### src/rtl/alu_seq_pkg.sv
// alu_seq_pkg: shared definitions for the sequential parametrised ALU.
//   - op_e     : 3-bit opcode encoding (OP_ADD .. OP_SHR)
//   - state_e  : control FSM states of alu_seq_param
//   - FLG_*    : bit positions inside the {ovf,neg,zero} flags vector
package alu_seq_pkg;

    typedef enum logic [2:0] {
        OP_ADD = 3'b000,
        OP_SUB = 3'b001,
        OP_MUL = 3'b010,
        OP_AND = 3'b011,
        OP_OR  = 3'b100,
        OP_XOR = 3'b101,
        OP_SHL = 3'b110,
        OP_SHR = 3'b111
    } op_e;

    typedef enum logic {
        ST_IDLE = 1'b0,
        ST_MUL  = 1'b1
    } state_e;

    localparam int FLAGS_W  = 3;
    localparam int FLG_ZERO = 0;
    localparam int FLG_NEG  = 1;
    localparam int FLG_OVF  = 2;

endpackage

### src/rtl/alu_seq_mul.sv
// alu_seq_mul: iterative unsigned shift-add multiplier, one partial product per clock.
// Ports:
//   clk, rst_n     clock, asynchronous active-low reset (clears the step counter only)
//   start          load a/b and begin a W-step multiplication
//   a, b           W-bit unsigned operands (a is the multiplier scanned LSB first)
//   busy           steps remain
//   done           the current edge performs the final step
//   p              2W-bit product; equals a*b while done is high
module alu_seq_mul #(
    parameter int W = 8
) (
    input  logic           clk,
    input  logic           rst_n,
    input  logic           start,
    input  logic [W-1:0]   a,
    input  logic [W-1:0]   b,
    output logic           busy,
    output logic           done,
    output logic [2*W-1:0] p
);

    localparam int CW = $clog2(W + 1);

    logic [CW-1:0]  cnt_q, cnt_d;
    logic [2*W-1:0] acc_q, mcand_q, acc_step;
    logic [W-1:0]   mplier_q;

    assign busy     = (cnt_q != '0);
    assign done     = (cnt_q == CW'(1));
    assign acc_step = acc_q + (mplier_q[0] ? mcand_q : '0);
    // The final step's sum is presented directly so the owner can capture the
    // product on the same edge that retires the last step.
    assign p        = acc_step;

    always_comb begin
        cnt_d = cnt_q;
        if (start) begin
            cnt_d = CW'(W);
        end else if (busy) begin
            cnt_d = cnt_q - CW'(1);
        end
    end

    always_ff @(posedge clk or negedge rst_n) begin
        if (!rst_n) begin
            cnt_q <= '0;
        end else begin
            cnt_q <= cnt_d;
        end
    end

    // Datapath registers carry no reset: they are only observed while busy.
    always_ff @(posedge clk) begin
        if (start) begin
            acc_q    <= '0;
            mcand_q  <= {{W{1'b0}}, b};
            mplier_q <= a;
        end else if (busy) begin
            acc_q    <= acc_step;
            mcand_q  <= mcand_q << 1;
            mplier_q <= mplier_q >> 1;
        end
    end

endmodule

### src/rtl/alu_seq_param.sv
// alu_seq_param: handshaked W-bit ALU with registered 2W-bit result and an
// iterative multiplier. One operation in flight at a time.
// Ports:
//   clk, rst_n           clock, asynchronous active-low reset
//   in_valid / in_ready  operand handshake; in_ready does not depend on in_valid
//   op, a, b             opcode (alu_seq_pkg::op_e) and unsigned operands
//   out_valid/out_ready  result handshake; outputs hold while stalled
//   result               2W-bit registered result
//   cout                 carry (ADD) / no-borrow (SUB), 0 for other ops
//   flags                {ovf,neg,zero}; present only when ALU_SEQ_FLAGS_EN is defined
// Configuration macro: ALU_SEQ_FLAGS_EN (undefined by default: no flags port or logic).
module alu_seq_param
    import alu_seq_pkg::*;
#(
    parameter int W = 8
) (
    input  logic           clk,
    input  logic           rst_n,
    input  logic           in_valid,
    output logic           in_ready,
    input  logic [2:0]     op,
    input  logic [W-1:0]   a,
    input  logic [W-1:0]   b,
    output logic           out_valid,
    input  logic           out_ready,
    output logic [2*W-1:0] result,
    output logic           cout
`ifdef ALU_SEQ_FLAGS_EN
    ,
    output logic [FLAGS_W-1:0] flags
`endif
);

    localparam int SHW = $clog2(W);

    state_e         state_q, state_d;
    logic           out_valid_q, out_valid_d;
    logic [2*W-1:0] result_q, result_d;
    logic           cout_q, cout_d;

    op_e            op_w;
    logic           accept, mul_start, mul_busy, mul_done;
    logic [2*W-1:0] mul_p;
    logic [W:0]     sum_w, diff_w;
    logic [2*W-1:0] alu_res;
    logic           alu_cout;

    assign op_w = op_e'(op);

    // mul_busy is implied by ST_MUL; gating on it as well keeps a new
    // operation from ever being accepted while the engine is still stepping.
    assign in_ready  = (state_q == ST_IDLE) && !mul_busy && (!out_valid_q || out_ready);
    assign accept    = in_valid && in_ready;
    assign mul_start = accept && (op_w == OP_MUL);

    // SUB is a + ~b + 1, so the carry out reads as "no borrow".
    assign sum_w  = {1'b0, a} + {1'b0, b};
    assign diff_w = {1'b0, a} + {1'b0, ~b} + {{W{1'b0}}, 1'b1};

    always_comb begin
        alu_res  = '0;
        alu_cout = 1'b0;
        case (op_w)
            OP_ADD: begin
                alu_res  = {{W{1'b0}}, sum_w[W-1:0]};
                alu_cout = sum_w[W];
            end
            OP_SUB: begin
                alu_res  = {{W{1'b0}}, diff_w[W-1:0]};
                alu_cout = diff_w[W];
            end
            OP_AND:  alu_res = {{W{1'b0}}, a & b};
            OP_OR:   alu_res = {{W{1'b0}}, a | b};
            OP_XOR:  alu_res = {{W{1'b0}}, a ^ b};
            OP_SHL:  alu_res = {{W{1'b0}}, a} << b[SHW-1:0];
            OP_SHR:  alu_res = {{W{1'b0}}, a >> b[SHW-1:0]};
            default: alu_res = '0;
        endcase
    end

    alu_seq_mul #(.W(W)) u_mul (
        .clk   (clk),
        .rst_n (rst_n),
        .start (mul_start),
        .a     (a),
        .b     (b),
        .busy  (mul_busy),
        .done  (mul_done),
        .p     (mul_p)
    );

`ifdef ALU_SEQ_FLAGS_EN
    logic [FLAGS_W-1:0] flags_q, flags_d;
    logic               alu_ovf;
    logic [FLAGS_W-1:0] alu_flags, mul_flags;

    // Signed overflow: ADD with like-signed operands, SUB with unlike-signed
    // operands, and the result sign differs from a.
    assign alu_ovf = (op_w == OP_ADD) ? ((a[W-1] == b[W-1]) && (sum_w[W-1] != a[W-1])) :
                     (op_w == OP_SUB) ? ((a[W-1] != b[W-1]) && (diff_w[W-1] != a[W-1])) :
                     1'b0;

    function automatic logic [FLAGS_W-1:0] make_flags(input logic [2*W-1:0] r,
                                                      input logic           neg,
                                                      input logic           ovf);
        logic [FLAGS_W-1:0] f;
        f           = '0;
        f[FLG_ZERO] = (r == '0);
        f[FLG_NEG]  = neg;
        f[FLG_OVF]  = ovf;
        return f;
    endfunction

    assign alu_flags = make_flags(alu_res, alu_res[W-1], alu_ovf);
    assign mul_flags = make_flags(mul_p, mul_p[2*W-1], 1'b0);
    assign flags     = flags_q;
`endif

    always_comb begin
        state_d     = state_q;
        out_valid_d = out_valid_q;
        result_d    = result_q;
        cout_d      = cout_q;
`ifdef ALU_SEQ_FLAGS_EN
        flags_d     = flags_q;
`endif
        // Drain first; a same-edge load below overrides it for full throughput.
        if (out_valid_q && out_ready) begin
            out_valid_d = 1'b0;
        end
        case (state_q)
            ST_IDLE: begin
                if (accept) begin
                    if (op_w == OP_MUL) begin
                        state_d = ST_MUL;
                    end else begin
                        out_valid_d = 1'b1;
                        result_d    = alu_res;
                        cout_d      = alu_cout;
`ifdef ALU_SEQ_FLAGS_EN
                        flags_d     = alu_flags;
`endif
                    end
                end
            end
            ST_MUL: begin
                if (mul_done) begin
                    state_d     = ST_IDLE;
                    out_valid_d = 1'b1;
                    result_d    = mul_p;
                    cout_d      = 1'b0;
`ifdef ALU_SEQ_FLAGS_EN
                    flags_d     = mul_flags;
`endif
                end
            end
            default: state_d = ST_IDLE;
        endcase
    end

    always_ff @(posedge clk or negedge rst_n) begin
        if (!rst_n) begin
            state_q     <= ST_IDLE;
            out_valid_q <= 1'b0;
            result_q    <= '0;
            cout_q      <= 1'b0;
`ifdef ALU_SEQ_FLAGS_EN
            flags_q     <= '0;
`endif
        end else begin
            state_q     <= state_d;
            out_valid_q <= out_valid_d;
            result_q    <= result_d;
            cout_q      <= cout_d;
`ifdef ALU_SEQ_FLAGS_EN
            flags_q     <= flags_d;
`endif
        end
    end

    assign out_valid = out_valid_q;
    assign result    = result_q;
    assign cout      = cout_q;

endmodule

### config.mk
export PLATFORM = sky130hd
export DESIGN_NAME = alu_seq_param
export DESIGN_NICKNAME = d
export VERILOG_FILES = /design/src/rtl/alu_seq_pkg.sv /design/src/rtl/alu_seq_mul.sv /design/src/rtl/alu_seq_param.sv
export SDC_FILE = /design/constraint.sdc
export NUM_CORES = 1
export LEC_CHECK = 0
export CAP_MARGIN = 10
export CORE_ASPECT_RATIO = 1.5
export CORE_MARGIN = 4
export CORE_UTILIZATION = 28
export DETAILED_ROUTE_END_ITERATION = 6
export PLACE_DENSITY = 0.43
export SLEW_MARGIN = 30
export SYNTH_ARGS = -nofsm -noshare
export SYNTH_HDL_FRONTEND = slang
export SYNTH_SLANG_ARGS = --single-unit
### constraint.sdc
create_clock -name clk -period 3.2 [get_ports clk]
set_input_delay 0.8 -clock clk [delete_from_list [all_inputs] [get_ports clk]]
set_output_delay 0.8 -clock clk [all_outputs]
set_load 0.005 [all_outputs]
# ---- After elaboration in Yosys (flattened, before gate mapping)
# Index checks and enable logic that the tools add are counted.
dict set report totals {
  register_bits 63
  latchBits 0
  ram_bits 0
  rom_bits 0
  in_bits 23
  output_inout_bits 19
  word_cells 70
  mem_count 0
}
dict set report op_classes {
  n_addsub 5
  multipliers 0
  div 0
  magnitude_cmp 0
  eq_ne 11
  shifts 2
  mux 26
  bitwise 5
  reduce_logical 12
}
# cell n
set op_table {}
lappend op_table {{16-bit one-hot mux with 7 select lines} 1}
lappend op_table {{16-bit 2-to-1 mux} 4}
lappend op_table {{8-bit 2-to-1 mux} 4}
lappend op_table {{16-bit one-hot mux with 2 select lines} 1}
lappend op_table {{8-bit by 8-bit adder with 9-bit output} 2}
lappend op_table {{16-bit adder} 1}
lappend op_table {{8-bit by 3-bit << shifter with 16-bit output} 1}
lappend op_table {{3-bit == test, second input constant} 4}
lappend op_table {{1-bit 2-to-1 mux} 10}
lappend op_table {{9-bit by 1-bit adder with 9-bit output, second input constant} 1}
lappend op_table {{8-bit bitwise AND} 1}
lappend op_table {{4-bit 2-to-1 mux} 2}
lappend op_table {{8-bit NOT} 1}
lappend op_table {{8-bit bitwise OR} 1}
lappend op_table {{1-bit one-hot mux with 2 select lines} 4}
lappend op_table {{8-bit by 3-bit right shift with 8-bit output} 1}
lappend op_table {{8-bit XOR} 1}
lappend op_table {{3-bit by 2-bit == test with 1-bit output, second input constant} 2}
lappend op_table {{1-bit logical AND} 5}
lappend op_table {{4-bit by 1-bit == test with 1-bit output, second input constant} 1}
lappend op_table {{2-bit != test, second input constant} 2}
lappend op_table {{4-bit nonzero test} 1}
lappend op_table {{4-bit by 1-bit subtractor with 4-bit output, second input constant} 1}
lappend op_table {{3-bit by 1-bit == test with 1-bit output, second input constant} 1}
lappend op_table {{other kinds (7)} 8}

# ---- Logic depth before layout (Yosys ltp)
# Gate-level depths: netlist (run 1).
dict set report logic_depth {
  word_depth 7
  mapped_depth 11
  mapped_depth_nobuf 10
}

# ---- Modules after synthesis
# A second synthesis (run 1) with hierarchy kept.
dict set report unflattened {
  hier_cells 609
  area_unflattened_um2 5267.6
}
# module instances cells_each area_each_um2 seq_area_each_um2
set by_module_without_submodules {}
lappend by_module_without_submodules {alu_seq_mul 1 288 2640.0 1061.0}
lappend by_module_without_submodules {alu_seq_param 1 321 2627.5 475.5}

# ---- Least setup slack after synthesis (run 1)
# OpenSTA, ideal clock, no wires.
dict set report synth_timing {
  path_type {flip-flop to flip-flop}
  from {reg u_mul.mplier_q[0]}
  to {reg u_mul.acc_q[14]}
  setup_ps 138
  arrival_ps 2563
  t_required_ps 3062
  slack_ps 499
  stages_incl_launch_ff 11
  path_buffers 1
  period_less_slack_ps 2701
  cell_sequence {edfxtp_1 clkbuf_1 and2_1 ha_1 fa_1 a21oi_1 o211a_1 o21ai_1 a41o_1 a2111oi_1 o21ai_0}
}
dict set report synth_via {
  elab_chain_len 2
}
# item line_no
set synth_rtl {}
lappend synth_rtl {{start, declared} alu_seq_mul.sv:26} ;# logic [W-1:0] mplier_q;
lappend synth_rtl {{start signal, assigned} alu_seq_mul.sv:61} ;# mplier_q <= mplier_q >> 1;
lappend synth_rtl {{16-bit 2-to-1 mux} alu_seq_mul.sv:30} ;# assign acc_step = acc_q + (mplier_q[0] ? mcand_q : '0);
lappend synth_rtl {{16-bit adder} alu_seq_mul.sv:30}
lappend synth_rtl {{end signal, assigned} alu_seq_mul.sv:59} ;# acc_q <= acc_step;
lappend synth_rtl {{end, declared} alu_seq_mul.sv:25} ;# logic [2*W-1:0] acc_q, mcand_q, acc_step;
# No other way between the ends.
# A chain may end at the register's enable or synchronous reset.

# ---- Final worst setup path (run 1)
dict set report layout_timing {
  from {in a[0]}
  to {reg result_q[6], in the netlist result[6]}
}
dict set report layout_via {
  elab_chain_len 6
  elab_cells_between_ends 9
  cone_classes {3 x add/sub; 2 x shift; 4 x mux}
}
# item line_no
set layout_rtl {}
lappend layout_rtl {{start, declared} alu_seq_param.sv:22} ;# input logic [W-1:0] a,
lappend layout_rtl {{8-bit by 8-bit adder with 9-bit output} alu_seq_param.sv:58} ;# assign diff_w = {1'b0, a} + {1'b0, ~b} + {{W{1'b0}}, 1'b1};
lappend layout_rtl {{9-bit by 1-bit adder with 9-bit output} alu_seq_param.sv:58}
lappend layout_rtl {{16-bit one-hot mux with 7 select lines *} alu_seq_param.sv:63} ;# case (op_w)
lappend layout_rtl {{16-bit 2-to-1 mux *} alu_seq_param.sv:134} ;# if (op_w == OP_MUL) begin
lappend layout_rtl {{16-bit 2-to-1 mux *} alu_seq_param.sv:133} ;# if (accept) begin
lappend layout_rtl {{16-bit one-hot mux with 2 select lines *} alu_seq_param.sv:131} ;# case (state_q)
lappend layout_rtl {{end signal, assigned} alu_seq_param.sv:173} ;# result_q <= result_d;
lappend layout_rtl {{end, declared} alu_seq_param.sv:38} ;# logic [2*W-1:0] result_q, result_d;
# Mark *: on every way between the ends. The rest lies on a longest branch, timed or not. The select of a mux whose other input is x is not followed.

==> run metrics, run 1 <==
drt initial violations 268; GRT Resource Usage Total 0.166; core area 16800 µm²; Final period util 0.955; ANT cells 0; kind of critical path input port to flip-flop; Routed Antenna Nets 0; DIE AREA 19300 µm²; Final Hold Vio Count 0; Critical Path End Type flip-flop; first-pass GRT wire length 24.7 mm; router iterations before antenna repair 7; Slew Limit Headroom 0.500; NetSw 1.97 mW; hold_buf cts 0; dpl hpwl 12.7 mm; cts bufs inserted 9; grt ovf 0; vias per cell 5.22; Post-synth EDFFs 16; final WL 15.9 mm; setup violators final 0; H-Tree Level Count 3; total power 5.00 mW; Pwr Density 817 nW/µm²; worst-margin pin slew 0.751 ns; routability cong. 0.876; Clk Latency, worst-skew pair 0.33 ns; sequential-to-total area share from yosys stat 0.320; post-synth design cell area 4790 µm²; chip height 168 µm; minimum clock period after layout 3.06 ns; Fmax 327 MHz; Worst EP arrival 3.27 ns; initial antenna violation count 0; residual DRC count 0; yosys warns 0; Syn Inst Count 583; Leak Pwr 2.73 nW; CP Max Fanout 2; mean post-synth cell area 8.22 µm²; asr flop ratio synth 0.365; clock sink count 63; Mapped Nets 652; status completed; CTS tree yes; Worst setup SP type input port; Req. time, crit path 3.41 ns; vias in the first global route 4555; prevailing post-synth register cell dfxtp_1; Initial Util 0.286; Combinational Power Share 0.494; via count 4553; Clock Skews 0.00709 ns; crit path cell chain clkdlybuf4s50_1, inv_1, ha_1, fa_1, o21bai_1, a21oi_1, o31ai_1, buf_4, xnor2_1, a311oi_1, a22o_1, o21ai_1; unique cell type count in the Yosys netlist 64; max cap viols 0; routed len/inst 18.2 µm; Final nets 726; Max IR drop VDD 440 µV; post-CTS setup buffers 0; Finished Layout Cells 872; CTS Root Buffer Type clkbuf_16; # fillers 1741; CP max stage cell clkdlybuf4s50_1; Clock Tree Buf Depth 2; chip width 115 µm; post-synthesis register bit count 63; leading cell type in the layout, fill and taps excluded nand2_1; # port buffers 41; internal power 3.02 mW; Final Max Slew Viols 0; share of cells above drive strength 1 0.124; placed insts 856; IO Pins 42; worst hold path type flip-flop to flip-flop; Switching Share 0.395; commonest cells after routing, fill and taps aside 78 x nand2_1, 51 x o21ai_0, 50 x buf_4, 43 x ha_1; Clock transition at path regs 0.05 ns; Post-CTS Resized 0; row cnt 58; Flop pwr share 0.303; CP peak stage delay 0.48 ns; unrepaired setup endpoints after global routing no; largest net degree at the start of global routing 52; Area Overhead vs Synth 27.5%; Clk network pwr share 0.203
## flip-flops by register name, summed over array words and instances (netlist names)
register	cells
u_mul.mcand_q	16
result	16
u_mul.mplier_q	8
out_valid	1
u_mul.acc_q	16
state_q	1
cout	1
u_mul.cnt_q	4
## synth_stat cells, types with 16 or more instances
master    count  area share
nand2_1      78       0.061
ha_1         43        0.11
and2_1       17       0.022
a21oi_1      39       0.041
dfrtp_1      23        0.12
clkbuf_1     29       0.023
nand3_1      29       0.030
edfxtp_1     16        0.10
dfxtp_1      24        0.10
o21ai_0      51       0.053
nor2_1       41       0.032
inv_1        34       0.027
## cell type report
class                           instances  area [µm²]  area share
Sequential cell                        63        1540       0.251
Clock buffer                           13         272      0.0444
Tap cell                              210         263      0.0430
Timing Repair Buffer                   95         866       0.142
Clock inverter                          3        40.0     0.00655
Inverter                               35         131      0.0215
Multi-Input combinational cell        453        3000       0.492
## worst max-delay path: cells and delay by family
kind                     cells  cell delay [ns]
AO/OA/AOI/OAI                6             1.06
XOR/XNOR                     1             0.05
adder cells (fa/ha/maj)      2             0.65
buffers and inverters        3             0.71
## stage by stage
stage	setup TNS [ns]	hold slack, ns	utilization	setup WS (ns)	instance area (µm²)
finish	0	0.446	0.365	0.143	6110
detailed placement	-0.283	0.442	0.346	-0.133	5800
CTS	0	0.452	0.365	0.136	6110
floorplan	0	0.425	-	0.499	4790
global route	0	0.482	0.365	0.0446	6110
global placement	-0.176	0.441	0.346	-0.0962	5800
## cells by family (layout without fill, tap and decap cells)
| kind of cell | Yosys count | in the layout | synth area share |
|---|---|---|---|
| buf+inv | 67 | 146 | 0.0540 |
| simple gates | 201 | 201 | 0.195 |
| flops | 63 | 63 | 0.320 |
| compound gates | 171 | 171 | 0.230 |
| fa+ha+maj | 46 | 46 | 0.125 |
| mux | 13 | 13 | 0.0350 |
| xor+xnor | 22 | 22 | 0.0402 |
## power by group through the flow
stage               Sequential [mW]  Combinational [mW]  Clock [mW]
floorplan                      1.43                1.60           0
global placement               1.51                2.47           0
detailed placement             1.53                2.50           0
CTS                            1.52                2.51        1.05
global route                   1.56                2.78        1.08
finish                         1.51                2.47        1.01
## worst paths after layout
check	start	endpoint	slack (ns)	depth (start not counted)
setup reg to reg	u_mul.mcand_q[0]$_SDFFCE_PN0P_	result[12]$_DFFE_PN0P_	0.30	10
hold reg to reg	u_mul.mcand_q[11]$_SDFFE_PP0P_	u_mul.mcand_q[12]$_SDFFE_PP0P_	0.45	2
min in group asynchronous	rst_n	result[3]$_DFFE_PN0P_	0.83	2
setup / recovery	a[0]	result[6]$_DFFE_PN0P_	0.14	12
hold / removal	u_mul.mcand_q[11]$_SDFFE_PP0P_	u_mul.mcand_q[12]$_SDFFE_PP0P_	0.45	2
max in group asynchronous	rst_n	result[0]$_DFFE_PN0P_	2.12	2
## layer usage
layer / part of all wire / global-route usage
met5: 0 / 0
met4: 0.032 / 0.0679
met3: 0.031 / 0.0209
met2: 0.54 / 0.307
met1: 0.39 / 0.188
No activity file was read; power rests on OpenSTA's default activity.
==> run 2, diff against run 1 <==
==> constraint.sdc (replaced) <==
create_clock -name clk -period 3.2 [get_ports clk]
set_input_delay 0.8 -clock clk [delete_from_list [all_inputs] [get_ports clk]]
set_output_delay 0.8 -clock clk [all_outputs]
set_load 0.01 [all_outputs]
==> run 2 against run 1 <==
Against the previous run: hold slack improved by 0.00083 ns; register-to-register slack about the same; core utilization increased by 0.067 points; total power grew 1.1%; non-clock buffer count grew 1; maximum frequency is 1.6% lower; clock skew is 0.0014 ns lower; die area stayed put; sequential cell count unchanged; clock power barely moved; largest power group unchanged; highest routed layer unchanged.
==> run metrics, run 2 (synthesis results as in run 1) <==
status completed; worst-margin pin slew 0.773 ns; kind of critical path flip-flop to primary output; grt ovf 0; Clock transition at path regs 0.05 ns; leading cell type in the layout, fill and taps excluded nand2_1; CP peak stage delay 0.60 ns; Worst EP arrival 2.31 ns; Final Hold Vio Count 0; chip height 168 µm; Clk Latency, worst-skew pair 0.33 ns; router iterations before antenna repair 6; worst hold path type flip-flop to flip-flop; commonest cells after routing, fill and taps aside 78 x nand2_1, 51 x o21ai_0, 51 x buf_4, 43 x ha_1; via count 4518; Finished Layout Cells 873; crit path cell chain inv_1, ha_1, or3b_4, nor3_4, clkdlybuf4s50_1; CP Max Fanout 5; post-route cell area 6120 µm²; core area 16800 µm²; Slew Limit Headroom 0.472; Worst path top cell family by delay buffers and inverters; Pwr Density 825 nW/µm²; vias in the first global route 4521; pre-CTS WS -0.135 ns; # fillers 1783; Max IR drop VDD 412 µV; vias per cell 5.18; initial antenna violation count 0; chip width 115 µm; Area Overhead vs Synth 27.7%; Critical Path End Type primary output; DIE AREA 19300 µm²; residual DRC count 0; # port buffers 41; Fmax 322 MHz; CP Buf/Inv Count 2; H-Tree Level Count 3; routed len/inst 18.2 µm; largest net degree at the start of global routing 52; GRT Resource Usage Total 0.168; setup violators final 0; Worst setup SP type flip-flop; Final period util 0.971; share of cells above drive strength 1 0.127; Final Max Slew Viols 0; Clock Tree Buf Depth 2; minimum clock period after layout 3.11 ns; routability cong. 0.861; dpl hpwl 12.7 mm; max cap viols 0; ANT cells 0; first-pass GRT wire length 24.9 mm; Leak Pwr 2.74 nW; post-CTS setup buffers 0; row cnt 58; CTS Root Buffer Type clkbuf_16; final WL 15.9 mm; unrepaired setup endpoints after global routing no; Routed Antenna Nets 0; drt initial violations 357; Clock Skews 0.00574 ns; Initial Util 0.286; CP max stage cell clkdlybuf4s50_1; CTS tree yes; Req. time, crit path 2.40 ns; placed insts 857; IO Pins 42; clock sink count 63; cts bufs inserted 9; Placed Area 5810 µm²; Final nets 727; final setup margin 0.0943 ns
[run 2: cell count changes in the layout (fill, tap and decap cells not counted), sizes merged]
cell  change
buf       +1
[run 2: stage by stage]
step,setup TNS [ns],hold slack [ns],power [mW],util
2_1_floorplan,0,0.425,3.07,-
3_3_place_gp,-0.215,0.439,4.03,0.346
3_5_place_dp,-0.289,0.442,4.08,0.346
4_1_cts,0,0.449,5.14,0.365
5_1_grt,0,0.463,5.47,0.365
6_report,0,0.447,5.05,0.365
[run 2: what timing repair did]
item	in CTS	in global routing
hold buffers	0	0
resized for setup	0	1
setup endpoints to repair	0	1
[run 2: final timing paths]
kind	slack (ns)	cells after the start	to	start
min in group asynchronous	0.82	2	result[3]$_DFFE_PN0P_	rst_n
setup / recovery	0.09	5	in_ready	u_mul.cnt_q[0]$_DFFE_PN0P_
max in group asynchronous	2.13	2	result[0]$_DFFE_PN0P_	rst_n
hold / removal	0.45	2	u_mul.mcand_q[10]$_SDFFE_PP0P_	u_mul.mcand_q[9]$_SDFFE_PP0P_
setup reg to reg	0.29	10	result[12]$_DFFE_PN0P_	u_mul.mplier_q[0]$_DFFE_PP_
hold reg to reg	0.45	2	u_mul.mcand_q[10]$_SDFFE_PP0P_	u_mul.mcand_q[9]$_SDFFE_PP0P_
[run 2: report_power, final]
part / total [mW] / leakage (nW) / switching (mW) / internal [mW]
combinational: 2.55 / 1.91 / 1.43 / 1.11
sequential: 1.48 / 0.676 / 0.227 / 1.25
clock: 1.03 / 0.155 / 0.357 / 0.669
[run 2: cell type report]
type | count | area (µm²) | share of cell area
sequential | 63 | 1540 | 0.251
clock buffer | 13 | 272 | 0.0443
clock inverter | 3 | 40.0 | 0.00654
tap | 210 | 263 | 0.0429
inverter | 35 | 131 | 0.0215
timing repair buffer | 96 | 873 | 0.143
multi-input combinational | 453 | 3010 | 0.491
[run 2: routing by layer]
metal / share of wire / GRT usage / vias up
met5: 0 / 0 / -
met1: 0.39 / 0.191 / 2140
met2: 0.54 / 0.309 / 126
met3: 0.041 / 0.0241 / 24
met4: 0.029 / 0.0638 / 0
li1: - / - / 2228
[run 2: worst register-to-register path: stages (launching register included)]
cell,delay (ns)
edfxtp_1,0.40
and2_1,0.17
ha_1,0.20
fa_1,0.41
a21oi_1,0.25
o211a_1,0.22
o21ai_2,0.11
a31o_2,0.29
and4_1,0.20
nor3_1,0.34
o221ai_1,0.16
